--- config.mk ---
export PLATFORM = sky130hd
export DESIGN_NAME = mdc_stein
export DESIGN_NICKNAME = d
export VERILOG_FILES = /design/src/rtl/mdc_stein.sv
export SDC_FILE = /design/constraint.sdc
export NUM_CORES = 1
export LEC_CHECK = 0
export BUFFER_PORTS_ARGS = -buffer_cell sky130_fd_sc_hd__buf_2
export CORE_ASPECT_RATIO = 0.8
export CORE_UTILIZATION = 45
export CTS_BUF_LIST = sky130_fd_sc_hd__clkbuf_4 sky130_fd_sc_hd__clkbuf_8
export CTS_CLUSTER_DIAMETER = 60
export CTS_CLUSTER_SIZE = 30
export DETAILED_ROUTE_END_ITERATION = 6
export PLACE_DENSITY = 0.7
export SYNTH_ARGS = -nofsm -noshare
export SYNTH_HDL_FRONTEND = slang
export SYNTH_SLANG_ARGS = --single-unit
--- constraint.sdc ---
create_clock -name clk -period 3.4 [get_ports clk]
set_input_delay 0.17 -clock clk [delete_from_list [all_inputs] [get_ports clk]]
set_output_delay 0.17 -clock clk [all_outputs]
set_load 0.05 [all_outputs]
--- src/rtl/mdc_stein.sv ---
// mdc_stein: WIDTH-bit GCD engine, Stein binary algorithm, one op in flight.
// Ports: clk, rst_n, clear | in_valid/in_ready/in_a/in_b | out_valid/out_ready/out_gcd/out_zero/out_cycles
module mdc_stein #(
   parameter int WIDTH = 32,
   parameter int CNT_W = 8
) (
   input  logic             clk,
   input  logic             rst_n,
   input  logic             clear,
   input  logic             in_valid,
   output logic             in_ready,
   input  logic [WIDTH-1:0] in_a,
   input  logic [WIDTH-1:0] in_b,
   output logic             out_valid,
   input  logic             out_ready,
   output logic [WIDTH-1:0] out_gcd,
   output logic             out_zero,
   output logic [CNT_W-1:0] out_cycles
);

   localparam int KW = $clog2(WIDTH) + 1;

   typedef enum logic [1:0] {
      IDLE,
      COMMON,
      ITER,
      DONE
   } state_t;

   state_t           state, state_nx;
   logic [WIDTH-1:0] a, b, a_nx, b_nx;
   logic [WIDTH-1:0] gcd_nx;
   logic [KW-1:0]    k, k_nx;
   logic [CNT_W-1:0] cnt, cnt_nx, cnt_inc;
   logic [CNT_W-1:0] cyc_nx;
   logic             zero_nx;

   assign in_ready  = (state == IDLE);
   assign out_valid = (state == DONE);

   always_ff @(posedge clk or negedge rst_n) begin
      if (!rst_n) begin
         state      <= IDLE;
         a          <= '0;
         b          <= '0;
         k          <= '0;
         cnt        <= '0;
         out_gcd    <= '0;
         out_zero   <= 1'b0;
         out_cycles <= '0;
      end else begin
         state      <= state_nx;
         a          <= a_nx;
         b          <= b_nx;
         k          <= k_nx;
         cnt        <= cnt_nx;
         out_gcd    <= gcd_nx;
         out_zero   <= zero_nx;
         out_cycles <= cyc_nx;
      end
   end

   always_comb begin
      // saturating cycle count
      cnt_inc  = (&cnt) ? cnt : cnt + CNT_W'(1);
      state_nx = state;
      a_nx     = a;
      b_nx     = b;
      k_nx     = k;
      cnt_nx   = cnt;
      gcd_nx   = out_gcd;
      zero_nx  = out_zero;
      cyc_nx   = out_cycles;
      if (clear) begin
         state_nx = IDLE;
      end else begin
         unique case (state)
            IDLE: begin
               if (in_valid) begin
                  a_nx   = in_a;
                  b_nx   = in_b;
                  k_nx   = '0;
                  cnt_nx = '0;
                  if (in_a == '0 || in_b == '0) begin
                     state_nx = DONE;
                     gcd_nx   = in_a | in_b;
                     zero_nx  = (in_a == '0) && (in_b == '0);
                     cyc_nx   = '0;
                  end else begin
                     state_nx = COMMON;
                  end
               end
            end
            COMMON: begin
               cnt_nx = cnt_inc;
               if (!a[0] && !b[0]) begin
                  a_nx = a >> 1;
                  b_nx = b >> 1;
                  k_nx = k + KW'(1);
               end else begin
                  state_nx = ITER;
               end
            end
            ITER: begin
               cnt_nx = cnt_inc;
               if (a == b) begin
                  state_nx = DONE;
                  gcd_nx   = a << k;
                  zero_nx  = 1'b0;
                  cyc_nx   = cnt_inc;
               end else if (!a[0]) begin
                  a_nx = a >> 1;
               end else if (!b[0]) begin
                  b_nx = b >> 1;
               end else if (a > b) begin
                  a_nx = (a - b) >> 1;
               end else begin
                  b_nx = (b - a) >> 1;
               end
            end
            DONE: begin
               if (out_ready) state_nx = IDLE;
            end
            default: state_nx = IDLE;
         endcase
      end
   end

endmodule
Word level (Yosys, flattened, before mapping)
Index checks and enable logic that the tools add are counted.
{"block": "classes", "reduce_logical": 22, "n_shift": 1, "eq_ne": 17, "bitwise": 2, "n_lt_le_gt_ge": 1, "add_sub_neg": 4, "muxes": 39}
{"operator": "32-bit two-way mux", "count": 15}
{"operator": "32-bit case mux with 3 select lines", "count": 2}
{"operator": "32-bit logical NOT", "count": 2}
{"operator": "32-bit case mux with 2 select lines", "count": 1}
{"operator": "32-bit subtractor", "count": 2}
{"operator": "8-bit two-way mux", "count": 5}
{"operator": "32-bit == test", "count": 1}
{"operator": "32-bit > comparator", "count": 1}
{"operator": "32-bit bitwise OR", "count": 1}
{"operator": "8-bit case mux with 2 select lines", "count": 2}
{"operator": "32-bit by 6-bit left shift with 32-bit output", "count": 1}
{"operator": "3-bit inequality test, second input constant", "count": 6}
{"operator": "7-bit AND reduction", "count": 2}
{"operator": "2-bit two-way mux", "count": 6}
{"operator": "6-bit two-way mux", "count": 2}
{"operator": "6-bit case mux with 2 select lines", "count": 1}
{"operator": "2-bit inequality test, second input constant", "count": 5}
{"operator": "5-bit AND reduction", "count": 2}
{"operator": "8-bit by 1-bit adder with 8-bit output, second input constant", "count": 1}
{"operator": "2-bit case mux with 4 select lines", "count": 1}
{"operator": "4-bit AND reduction", "count": 2}
{"operator": "8-bit AND reduction", "count": 1}
{"operator": "6-bit by 1-bit adder with 6-bit output, second input constant", "count": 1}
{"operator": "6-bit AND reduction", "count": 1}
{"operator": "15 further kinds", "count": 22}
{"block": "totals", "in_bits": 69, "register_bits": 121, "output_inout_bits": 43, "elab_cells": 96}

Depth between registers and ports, before layout
Gate-level depths: netlist of run 1.
{"block": "logic_depth", "depth_word": 6, "mapped_depth": 16, "ltp_nobuf": 13}

Worst setup path before layout of run 1
No wires, ideal clock.
{"block": "synth_path", "kind": "reg-to-reg", "start": "register a[0]", "end": "register a[24]", "path_stages_with_launch": 16, "t_required_ps": 3334, "t_arrival_ps": 3076, "slack_ps": 258, "n_path_buf": 2, "period_less_slack_ps": 3142, "setup_ps": 66, "path_cell_list": "dfrtp_1 > clkbuf_1 > inv_1 > ha_1 > inv_1 > fa_1 > a211oi_2 > o21bai_2 > o31ai_4 > a31oi_2 > nand3_4 > nand3_2 > a31oi_4 > buf_4 > mux2i_1 > o31a_1"}
{"block": "synth_via", "elab_chain_cells": 6, "word_cells_on_any_way": 15, "cone_classes": "add/sub (1); order compare (1); eq/ne (5); mux (5); reduce/logical (3)"}
{"item": "from (decl)", "line_no": "31", "text": "logic [WIDTH-1:0] a, b, a_nx, b_nx;"}
{"item": "from (signal assigned)", "line_no": "53", "text": "a <= a_nx;"}
{"item": "32-bit subtractor", "line_no": "116", "text": "a_nx = (a - b) >> 1;"}
{"item": "32-bit two-way mux", "line_no": "115", "text": "end else if (a > b) begin"}
{"item": "32-bit two-way mux", "line_no": "113", "text": "end else if (!b[0]) begin"}
{"item": "32-bit two-way mux", "line_no": "111", "text": "end else if (!a[0]) begin"}
{"item": "32-bit two-way mux", "line_no": "106", "text": "if (a == b) begin"}
{"item": "32-bit case mux with 3 select lines", "line_no": "77", "text": "unique case (state)"}
Parallel ways exist; a longest one is shown, timed or not. The select of a mux whose other input is x is not followed.
A chain may end at the register's enable or synchronous reset.

Worst setup path in the final report of run 1
{"block": "layout_path", "start": "register a[7]", "end": "register b[23]"}
{"block": "layout_via", "elab_chain_cells": 6, "word_cells_on_any_way": 11, "cone_classes": "add/sub (1); order compare (1); eq/ne (3); mux (5); reduce/logical (1)"}
{"item": "32-bit subtractor", "line_no": "118", "text": "b_nx = (b - a) >> 1;"}
{"item": "32-bit two-way mux", "line_no": "115"}
{"item": "32-bit two-way mux", "line_no": "113"}
{"item": "32-bit two-way mux", "line_no": "111"}
{"item": "32-bit two-way mux", "line_no": "106"}
{"item": "32-bit case mux with 3 select lines", "line_no": "77"}
{"item": "to (signal assigned)", "line_no": "54", "text": "b <= b_nx;"}
{"item": "to (decl)", "line_no": "31"}
Parallel ways exist; a longest one is shown, timed or not. The select of a mux whose other input is x is not followed.

==> summary.md, run 1 <==
| Metric | Value |
|---|---|
| Setup slack, reg-to-reg | between 0.1 and 0.15 ns |
| Worst Hold End | b[4] |
| Placement Cell Area | around 0.013 mm^2 |
| Via count | between 10000 and 15000 |
| Final Skew | approximately 0.023 ns |
| Synth Instances | around 1500 |
| Most common flop cell mapped by yosys | dfrtp_1 |
| N_diodes | 0 |
| Max-cap violations | 0 |
| Syn_nets | between 1500 and 2000 |
| Fraction of the yosys area taken by sequential cells | between 20 and 30% |
| Core Area | about 0.026 mm^2 |
| Ys async rst share | 100% |
| Die height | ~150 um |
| Synth Area in Compound Gates | about 31% |
| Hold path startpoint | in_b[4] |
| Antenna Nets Post-Route | 0 |
| Rows | 52 |
| CTS tree | done |
| Gp weighted congestion | between 0.9 and 1 |
| Antenna violations before repair | 0 |
| Hold Fails Final Rpt | 0 |
| CP Class | reg2reg |
| Tcrit/Tclk final | 96.3% |
| WP data arrival | roughly 3.6 ns |
| Layout cells sized above 1 | around a fifth |
| Post-synth EDFFs | 0 |
| Post-Syn Area | 0.0118 mm^2 |
| Port Buffers | 111 |
| RSZ-0062 raised after global routing | no |
| First-pass GRT wire length | between 70 and 80 mm |
| Commonest cells after routing, fill and taps aside | nor2_1, nand2_1, a21oi_1, dfrtp_1, buf_2 |
| Longest Clk Path Bufs | 2 |
| Die area | ~0.027 mm^2 |
| Tmin final | between 3 and 4 ns |
| Largest net degree at the start of global routing | 69 |
| Distinct cell type count after synthesis | 92 |
| Die width | around 180 um |
| Syn avg cell area | 8.11 um^2 |
| Status | finished, final reports clean |
| Clock sink count | 121 |
| Starting DRT DRC Count | ~1700 |
| Routed wire length | between 40 and 50 mm |
| Fin area | about 0.014 mm^2 |
| Number of global-route vias before repair | 11800 |
| Worst path required time | about 3.7 ns |
| WL/cell | ~24 um |
| GR Util All Layers | between 30% and 40% |
| # setup viols final | 0 |
| Via density | 6.38 |
| HPWL after DPL | around 37 mm |
| Synthesized flop and latch total | between 100 and 150 |
| Root Driver | clkbuf_8 |
| Yosys warns | 0 |
| First-pass DRT Iterations | 5 |
| Final Max Slew Viols | 0 |
| Worst r2r src | a[7] |
| Setup crit end kind | register |
| NumNets Final | approximately 1700 |
| Cell count of the worst reg-to-reg path | 12 |
| Register area | 0.00303 mm^2 |
| Commonest non-fill, non-tap cell in the layout | nor2_1 |
| Post-synthesis simple-gate area fraction | between 10% and 20% |
| Slew HR | between 40 and 50% |
| Post-synthesis adder-cell area fraction | 7.87% |
| Largest family of logic cells by synthesized area | compound AO/OA/AOI/OAI gates |
| Hold Path Stages | 3 |
| Worst-path clk slew | ~0.090 ns |
| Slew @ Worst Pin | slightly below 0.9 ns |
| Mux cell area share after synthesis | 7.17% |
| Layout area overhead | 16.8% |
| Hold crit path type | in2reg |
| Clock latency on the worst-skew pair | about 0.49 ns |
| Htree depth | 4 |
| CTS Buf Count | 17 |
| Initial Utilization | a little under half |
| CP startpoint kind | register |
| DRC violations left | 0 |
| Top Ports | around 110 |
| RR Endpoint | b[23] |
| Fillers | roughly 2500 |
| Post-synthesis xor/xnor area fraction | under 10% |
| Hold WS | 0.0104 ns |
| Multi-input logic area | 0.00800 mm^2 |
| F_max | 305 MHz |
| Worst Path Max Fanout | 11 |
| Grt ovf | 0 |
==> per-stage QoR <==
| stage | worst slack [ns] | util, % | setup TNS [ns] | instances |
|---|---|---|---|---|
| floorplan | 0.258 | - | 0 | 1455 |
| global placement | 0.0261 | 51.9 | 0 | 1924 |
| detailed placement | -0.0431 | 51.9 | -0.0431 | 1924 |
| CTS | 0.0157 | 53.7 | 0 | 1961 |
| global route | 0.0100 | 54.0 | 0 | 1964 |
| finish | 0.124 | 54.0 | 0 | 1964 |
==> routing by layer <==
layer | up-vias | share of wire [%] | wire length, um | global-route usage (%)
met5 | - | 0.094 | 44 | 1.27
met4 | 2 | 3.9 | 1830 | 12.4
met3 | 126 | 12 | 5700 | 10.9
met2 | 785 | 41 | 19300 | 49.8
met1 | 5981 | 43 | 19900 | 49.7
li1 | 5636 | - | - | -
==> cell usage after synthesis (all sizes together), types with 22 or more instances <==
cell	instances	area (um^2)
clkbuf	55	206
a21o	53	399
xnor2	35	307
mux2i	35	350
o31ai	24	194
buf	51	307
a21oi	128	678
a211oi	25	205
dfrtp	121	3030
nand3	22	128
a221oi	45	413
nand2	137	514
ha	71	888
o21ai	89	460
nor2	153	607
inv	90	338
o22ai	43	269
==> timing repair <==
action,4_1_cts,5_1_grt
resized for setup,1,16
endpoints found under the setup margin,1,56
setup buffers,0,3
cloned,0,0
endpoints found under the hold margin,51,0
pin swaps,0,6
hold buffers,6,0
==> logic make-up after synthesis <==
group / count (synthesis)
and+or+nand+nor: 422
AOI/OAI and AO/OA: 528
buffers and inverters: 196
DFF: 121
muxes: 59
adders and majority gates: 73
xor gates and xnor gates: 56
==> how the worst max path moves through the flow <==
stage                     from  slack, ns    end
after floorplan           a[0]       0.26  a[24]
after global placement    a[4]       0.03  b[22]
after detailed placement  a[0]      -0.04  a[27]
after CTS                 a[0]       0.02  b[29]
after global routing      a[0]       0.01  a[20]
final                     a[7]       0.12  b[23]
==> state kept, by name, indices dropped and copies added (netlist names) <==
register,count
out_cycles,8
state,2
k,6
out_zero,1
b,32
out_gcd,32
a,32
cnt,8
==> final cells by class <==
class	instances	share of cell area, %
clock inverters	14	1.18
repair buffers	233	11.5
clock buffers	17	1.70
flip-flops and latches	121	22.0
inverters	90	2.45
well taps	351	3.19
multi-input cells	1138	58.0
==> critical path, cell delays in order (launching register included) <==
cell and delay, ns:
dfrtp_1 0.39, inv_1 0.06, ha_1 0.48, a21o_1 0.28, a21o_2 0.16, o31ai_4 0.10, a31oi_4 0.28, nand3_4 0.13
buf_4 0.17, a21boi_4 0.31, nor2_8 0.11, a221oi_1 0.47, o22ai_1 0.18
Power of run 1 is not shown: default switching activity piles up to over one toggle a cycle in this logic, so the estimate is an artifact.
==> run 2: changes to the inputs <==
Settings changed: CORE_ASPECT_RATIO 0.8 to unset.
==> summary.md, run 2 (synthesis gave the netlist of run 1 again) <==
| Metric | Value |
|---|---|
| CP startpoint kind | register (unchanged) |
| WP data arrival | 3.63 ns (was 3.61 ns) |
| Hold Fails Final Rpt | 0 (unchanged) |
| Via density | 6.34 (was 6.38) |
| Most frequent CP cell | inv_1 |
| Worst path required time | 3.79 ns (was 3.73 ns) |
| Pre-CTS WS | -0.00714 ns (was -0.0431 ns) |
| Multi-input logic area | 0.00795 mm^2 (was 0.00800 mm^2) |
| Grt ovf | 0 (unchanged) |
| Commonest cells after routing, fill and taps aside | nor2_1, nand2_1, a21oi_1, dfrtp_1, buf_2 (unchanged) |
| DRC violations left | 0 (unchanged) |
| Slew HR | 40.3% (was 40.9%) |
| CP max stage delay | 0.42 ns (was 0.48 ns) |
| Commonest non-fill, non-tap cell in the layout | nor2_1 (unchanged) |
| Clock latency on the worst-skew pair | 0.47 ns (was 0.49 ns) |
| Worst r2r src | a[0] (was a[7]) |
| Hold path startpoint | in_a[31] (was in_b[4]) |
| Setup ws final | 0.162 ns (was 0.124 ns) |
| Die area | 0.0269 mm^2 (about the same) |
| First-pass DRT Iterations | 6 (was 5) |
| CP Launch Point | a[0] (was a[7]) |
| Die width | 164 um (was 183 um) |
| Htree depth | 4 (unchanged) |
| Critical path cell sequence | inv_1 -> ha_1 -> inv_1 -> fa_2 -> a211oi_2 -> o21bai_2 -> o31ai_4 -> a31oi_2 -> nand3_4 -> nand3_2 -> a31oi_4 -> buf_12 -> mux2_2 -> a31oi_1 (was inv_1 -> ha_1 -> a21o_1 -> a21o_2 -> o31ai_4 -> a31oi_4 -> nand3_4 -> buf_4 -> a21boi_4 -> nor2_8 -> a221oi_1 -> o22ai_1) |
| Initial Utilization | 46.3% (about the same) |
| Final Max Slew Viols | 0 (unchanged) |
| Placement Cell Area | 0.0131 mm^2 (was 0.0132 mm^2) |
| Util after Layout | 53.4% (was 54.0%) |
| Rows | 58 (was 52) |
| WL/cell | 23.1 um (was 23.8 um) |
| Layout cells sized above 1 | 20.4% (was 21.3%) |
| Setup crit end | a[28] (was b[23]) |
| Register area | 0.00303 mm^2 (about the same) |
| Starting DRT DRC Count | 1424 (was 1714) |
| Slew @ Worst Pin | 0.887 ns (was 0.877 ns) |
| Number of global-route vias before repair | 11600 (was 11800) |
| N_diodes | 0 (unchanged) |
| Top Ports | 112 (unchanged) |
| Longest Clk Path Bufs | 2 (unchanged) |
| Hold Path Stages | 3 (unchanged) |
| Worst Path Max Fanout | 18 (was 11) |
| Antenna Nets Post-Route | 0 (unchanged) |
| Worst path top cell family by delay | compound AO/OA/AOI/OAI gates (unchanged) |
| Setup crit end kind | register (unchanged) |
| RSZ-0062 raised after global routing | no (unchanged) |
| Tcrit/Tclk final | 95.2% (was 96.3%) |
| F_max | 309 MHz (was 305 MHz) |
| NumNets Final | 1734 (was 1743) |
| HPWL after DPL | 34.9 mm (was 36.6 mm) |
| # setup viols final | 0 (unchanged) |
| CP Class | reg2reg (unchanged) |
| Layout area overhead | 15.3% (was 16.8%) |
| Gp weighted congestion | 0.981 (was 0.995) |
| Port Buffers | 111 (unchanged) |
| Antenna violations before repair | 0 (unchanged) |
| Largest net degree at the start of global routing | 77 (was 69) |
| Tmin final | 3.24 ns (was 3.28 ns) |
| Fillers | 2440 (was 2462) |
| Die height | 164 um (was 147 um) |
| CTS Buf Count | 17 (unchanged) |
| Clock sink count | 121 (unchanged) |
| Via count | 12300 (was 12500) |
| Final Skew | 0.0132 ns (was 0.0229 ns) |
| RR Endpoint | a[28] (was b[23]) |
| Critical path buffers and inverters | 3 (was 2) |
| CTS tree | done (unchanged) |
| Slowest CP cell | dfrtp_1 (was ha_1) |
| Status | finished, final reports clean (unchanged) |
| Fin area | 0.0136 mm^2 (was 0.0138 mm^2) |
| GR Util All Layers | 33.6% (was 35.1%) |
| First-pass GRT wire length | 67.8 mm (was 71.0 mm) |
| Hold WS | 0.0251 ns (was 0.0104 ns) |
| Cell count of the worst reg-to-reg path | 14 (was 12) |
| Max-cap violations | 0 (unchanged) |
| Hold crit path type | in2reg (unchanged) |
| Setup slack, reg-to-reg | 0.16 ns (was 0.12 ns) |
| Worst-path clk slew | 0.09 ns (about the same) |
| Biggest regs | a: 32 flops, b: 32 flops, out_gcd: 32 flops (unchanged) |
| Root Driver | clkbuf_8 (unchanged) |
| WP depth | 14 (was 12) |
| Routed wire length | 44.7 mm (was 46.8 mm) |
| Core Area | 0.0255 mm^2 (about the same) |
==> run 2: timing repair <==
item                       4_1_cts  5_1_grt
hold buffers                     4        0
setup endpoints to repair        1        7
resized for setup                1        4
setup buffers                    0        1
hold endpoints to repair        55        0
gates cloned                     0        1
==> run 2: worst min-delay path by stage <==
stage	slack [ns]	endpoint
2_1_floorplan	-0.13	a[0]
3_3_place_gp	0.30	a[23]
4_1_cts	0.003	a[31]
3_5_place_dp	0.30	a[24]
6_report	0.03	a[31]
5_1_grt	0.03	a[31]
==> run 2: worst min-delay path: stages <==
cell	delay (ns)
buf_2	0.15
nand2_1	0.07
o21ai_0	0.06
==> run 2: stage by stage <==
| stage | TNS (ns) | std cells |
|---|---|---|
| finish | 0 | 1935 |
| floorplan | 0 | 1455 |
| global placement | 0 | 1897 |
| CTS | 0 | 1933 |
| global route | 0 | 1935 |
| detailed placement | -0.00714 | 1897 |
==> run 2: cell type report <==
class / instances / area share [%]
Clock buffer: 18 / 1.78
Inverter: 90 / 2.48
Multi-Input combinational cell: 1138 / 58.5
Sequential cell: 121 / 22.3
Tap cell: 330 / 3.04
Clock inverter: 14 / 0.856
Timing Repair Buffer: 224 / 11.1
==> run 2: layer usage <==
metal | part of all wire [%] | global-route usage, %
met5 | 0 | 0
met4 | 5.2 | 17.0
met3 | 9.0 | 7.50
met2 | 44 | 51.7
met1 | 42 | 44.3
Power of run 2 is left out for the same reason.
==> run 3: changes to the inputs <==
Settings changed: BUFFER_PORTS_ARGS -buffer_cell sky130_fd_sc_hd__buf_2 to unset, DONT_BUFFER_PORTS set to 1, PLACE_DENSITY 0.7 to 0.67.
==> summary.md, run 3 (synthesis gave the netlist of run 1 again) <==
| Metric | Value |
|---|---|
| Status | finished, final reports clean (unchanged) |
| Die height | 164 um (unchanged) |
| Gp weighted congestion | 1.01 (was 0.981) |
| CTS tree | done (unchanged) |
| Die width | 164 um (unchanged) |
| Max-cap violations | 0 (unchanged) |
| GR Util All Layers | 34.0% (was 33.6%) |
| Worst Path Max Fanout | 16 (was 18) |
| Met2 Use GR | 53.3% (was 51.7%) |
| CP startpoint kind | register (unchanged) |
| Top Ports | 112 (unchanged) |
| Multi-input logic area | 0.00795 mm^2 (about the same) |
| Port Buffers | 0 (was 111) |
| Antenna violations before repair | 1 (was 0) |
| Via count | 12000 (was 12300) |
| Slew HR | 33.6% (was 40.3%) |
| CTS Buf Count | 17 (unchanged) |
| Hold path startpoint | in_a[19] (was in_a[31]) |
| RR Endpoint | a[28] (unchanged) |
| Starting DRT DRC Count | 1406 (was 1424) |
| Worst Hold End | a[19] (was a[31]) |
| # setup viols final | 0 (unchanged) |
| Slowest CP cell | fa_1 (was dfrtp_1) |
| F_max | 305 MHz (was 309 MHz) |
| Met1 global-route usage | 44.6% (was 44.3%) |
| Largest net degree at the start of global routing | 122 (was 77) |
| Number of global-route vias before repair | 11500 (was 11600) |
| Clock latency on the worst-skew pair | 0.49 ns (was 0.47 ns) |
| Via density | 6.42 (was 6.34) |
| First-pass DRT Iterations | 6 (unchanged) |
| Clock sink count | 121 (unchanged) |
| Final Skew | 0.0235 ns (was 0.0132 ns) |
| N_diodes | 0 (unchanged) |
| Hold Path Stages | 3 (unchanged) |
| Pre-CTS WS | 0.118 ns (was -0.00714 ns) |
| CP max stage delay | 0.43 ns (was 0.42 ns) |
| Register area | 0.00303 mm^2 (unchanged) |
| Fillers | 2407 (was 2440) |
| Setup crit end kind | register (unchanged) |
| Setup ws final | 0.126 ns (was 0.162 ns) |
| Most frequent CP cell | inv_1 (unchanged) |
| CP Class | reg2reg (unchanged) |
| Tmin final | 3.27 ns (was 3.24 ns) |
| Hold Fails Final Rpt | 0 (unchanged) |
| Worst-path clk slew | 0.10 ns (was 0.09 ns) |
| Htree depth | 4 (unchanged) |
| Non-filler cells, final | 1877 (was 1935) |
| Tcrit/Tclk final | 96.3% (was 95.2%) |
| Layout area overhead | 15.6% (was 15.3%) |
| RSZ-0062 raised after global routing | yes (was no) |
| WP data arrival | 3.67 ns (was 3.63 ns) |
| DRC violations left | 0 (unchanged) |
| Core Area | 0.0255 mm^2 (unchanged) |
| Commonest non-fill, non-tap cell in the layout | nor2_1 (unchanged) |
| Root Driver | clkbuf_8 (unchanged) |
| Rows | 58 (unchanged) |
| WL/cell | 24.2 um (was 23.1 um) |
| Worst r2r src | a[0] (unchanged) |
| Longest Clk Path Bufs | 2 (unchanged) |
| Die area | 0.0269 mm^2 (unchanged) |
| Util after Layout | 53.5% (was 53.4%) |
| Critical path cell sequence | inv_1 -> ha_1 -> inv_1 -> fa_1 -> a211oi_2 -> o21bai_2 -> o31ai_4 -> a31oi_2 -> nand3_4 -> nand3_2 -> a31oi_4 -> buf_12 -> mux2_2 -> a31oi_1 (was inv_1 -> ha_1 -> inv_1 -> fa_2 -> a211oi_2 -> o21bai_2 -> o31ai_4 -> a31oi_2 -> nand3_4 -> nand3_2 -> a31oi_4 -> buf_12 -> mux2_2 -> a31oi_1) |
| Worst path required time | 3.79 ns (about the same) |
| Initial Utilization | 46.3% (unchanged) |
| HPWL after DPL | 34.0 mm (was 34.9 mm) |
| Hold crit path type | in2reg (unchanged) |
| Layout cells sized above 1 | 14.0% (was 20.4%) |
| Final Max Slew Viols | 0 (unchanged) |
| GR Util met3 | 8.89% (was 7.50%) |
| Dpl cells | 1783 (was 1897) |
| Commonest cells after routing, fill and taps aside | nor2_1, nand2_1, a21oi_1, dfrtp_1, buf_4 (was nor2_1, nand2_1, a21oi_1, dfrtp_1, buf_2) |
| Biggest regs | a: 32 flops, b: 32 flops, out_gcd: 32 flops (unchanged) |
| Hold WS | 0.00400 ns (was 0.0251 ns) |
| Routed wire length | 45.3 mm (was 44.7 mm) |
| First-pass GRT wire length | 68.5 mm (was 67.8 mm) |
| Most Crowded Layer GR | met2 (unchanged) |
| NumNets Final | 1676 (was 1734) |
| Slew @ Worst Pin | 0.996 ns (was 0.887 ns) |
| Cell count of the worst reg-to-reg path | 14 (unchanged) |
| Grt ovf | 0 (unchanged) |
| Antenna Nets Post-Route | 0 (unchanged) |
| Setup slack, reg-to-reg | 0.13 ns (was 0.16 ns) |
## run 3: changes by cell type in the layout (fill, tap and decap cells not counted), sizes merged
cell | before | now
buf | 219 | 107
dlygate4sd3 | 4 | 58
clkinv | 7 | 2
inv | 95 | 100
bufinv | 0 | 1
clkbuf | 19 | 18
## run 3: repair_timing
action,4_1_cts,5_1_grt
gates resized for setup,0,5
hold buffers,59,0
buffers inserted,0,2
setup endpoints to repair,0,30
hold endpoints to repair,184,0
## run 3: metrics by stage
step           instance area (um^2)   TNS, ns
3_3_place_gp                  12600         0
4_1_cts                       13600         0
3_5_place_dp                  12600         0
6_report                      13600         0
2_1_floorplan                 11800         0
5_1_grt                       13600  -0.00878
## run 3: cell type report
class	instances	area share [%]
sequential	121	22.2
multi-input combinational	1138	58.3
timing repair buffer	166	11.0
inverter	90	2.48
clock inverter	15	1.27
clock buffer	17	1.72
tap	330	3.03
## run 3: critical path, delay by kind of cell (launching register included)
family,cells,cell delay (ns)
AOI/OAI and AO/OA,6,1.18
adders and majority gates,2,0.60
DFF,1,0.41
buffers and inverters,3,0.35
muxes,1,0.34
and+or+nand+nor,2,0.27
## run 3: per-layer routing
layer	up-vias	part of all wire, %
li1	5489	-
met1	5826	41
met2	627	45
met3	101	9.7
met4	2	3.7
met5	-	0.029
## run 3: worst max-delay path by stage
stage                     from  endpoint  slack, ns  cells past startpoint
after global routing      a[0]     a[28]     -0.009                     14
after CTS                 b[0]     b[19]       0.09                     14
after global placement    b[0]     b[19]       0.14                     14
after floorplan           a[0]     a[24]       0.26                     15
final                     a[0]     a[28]       0.13                     14
after detailed placement  b[0]     b[19]       0.12                     14
Power of run 3 is left out for the same reason.
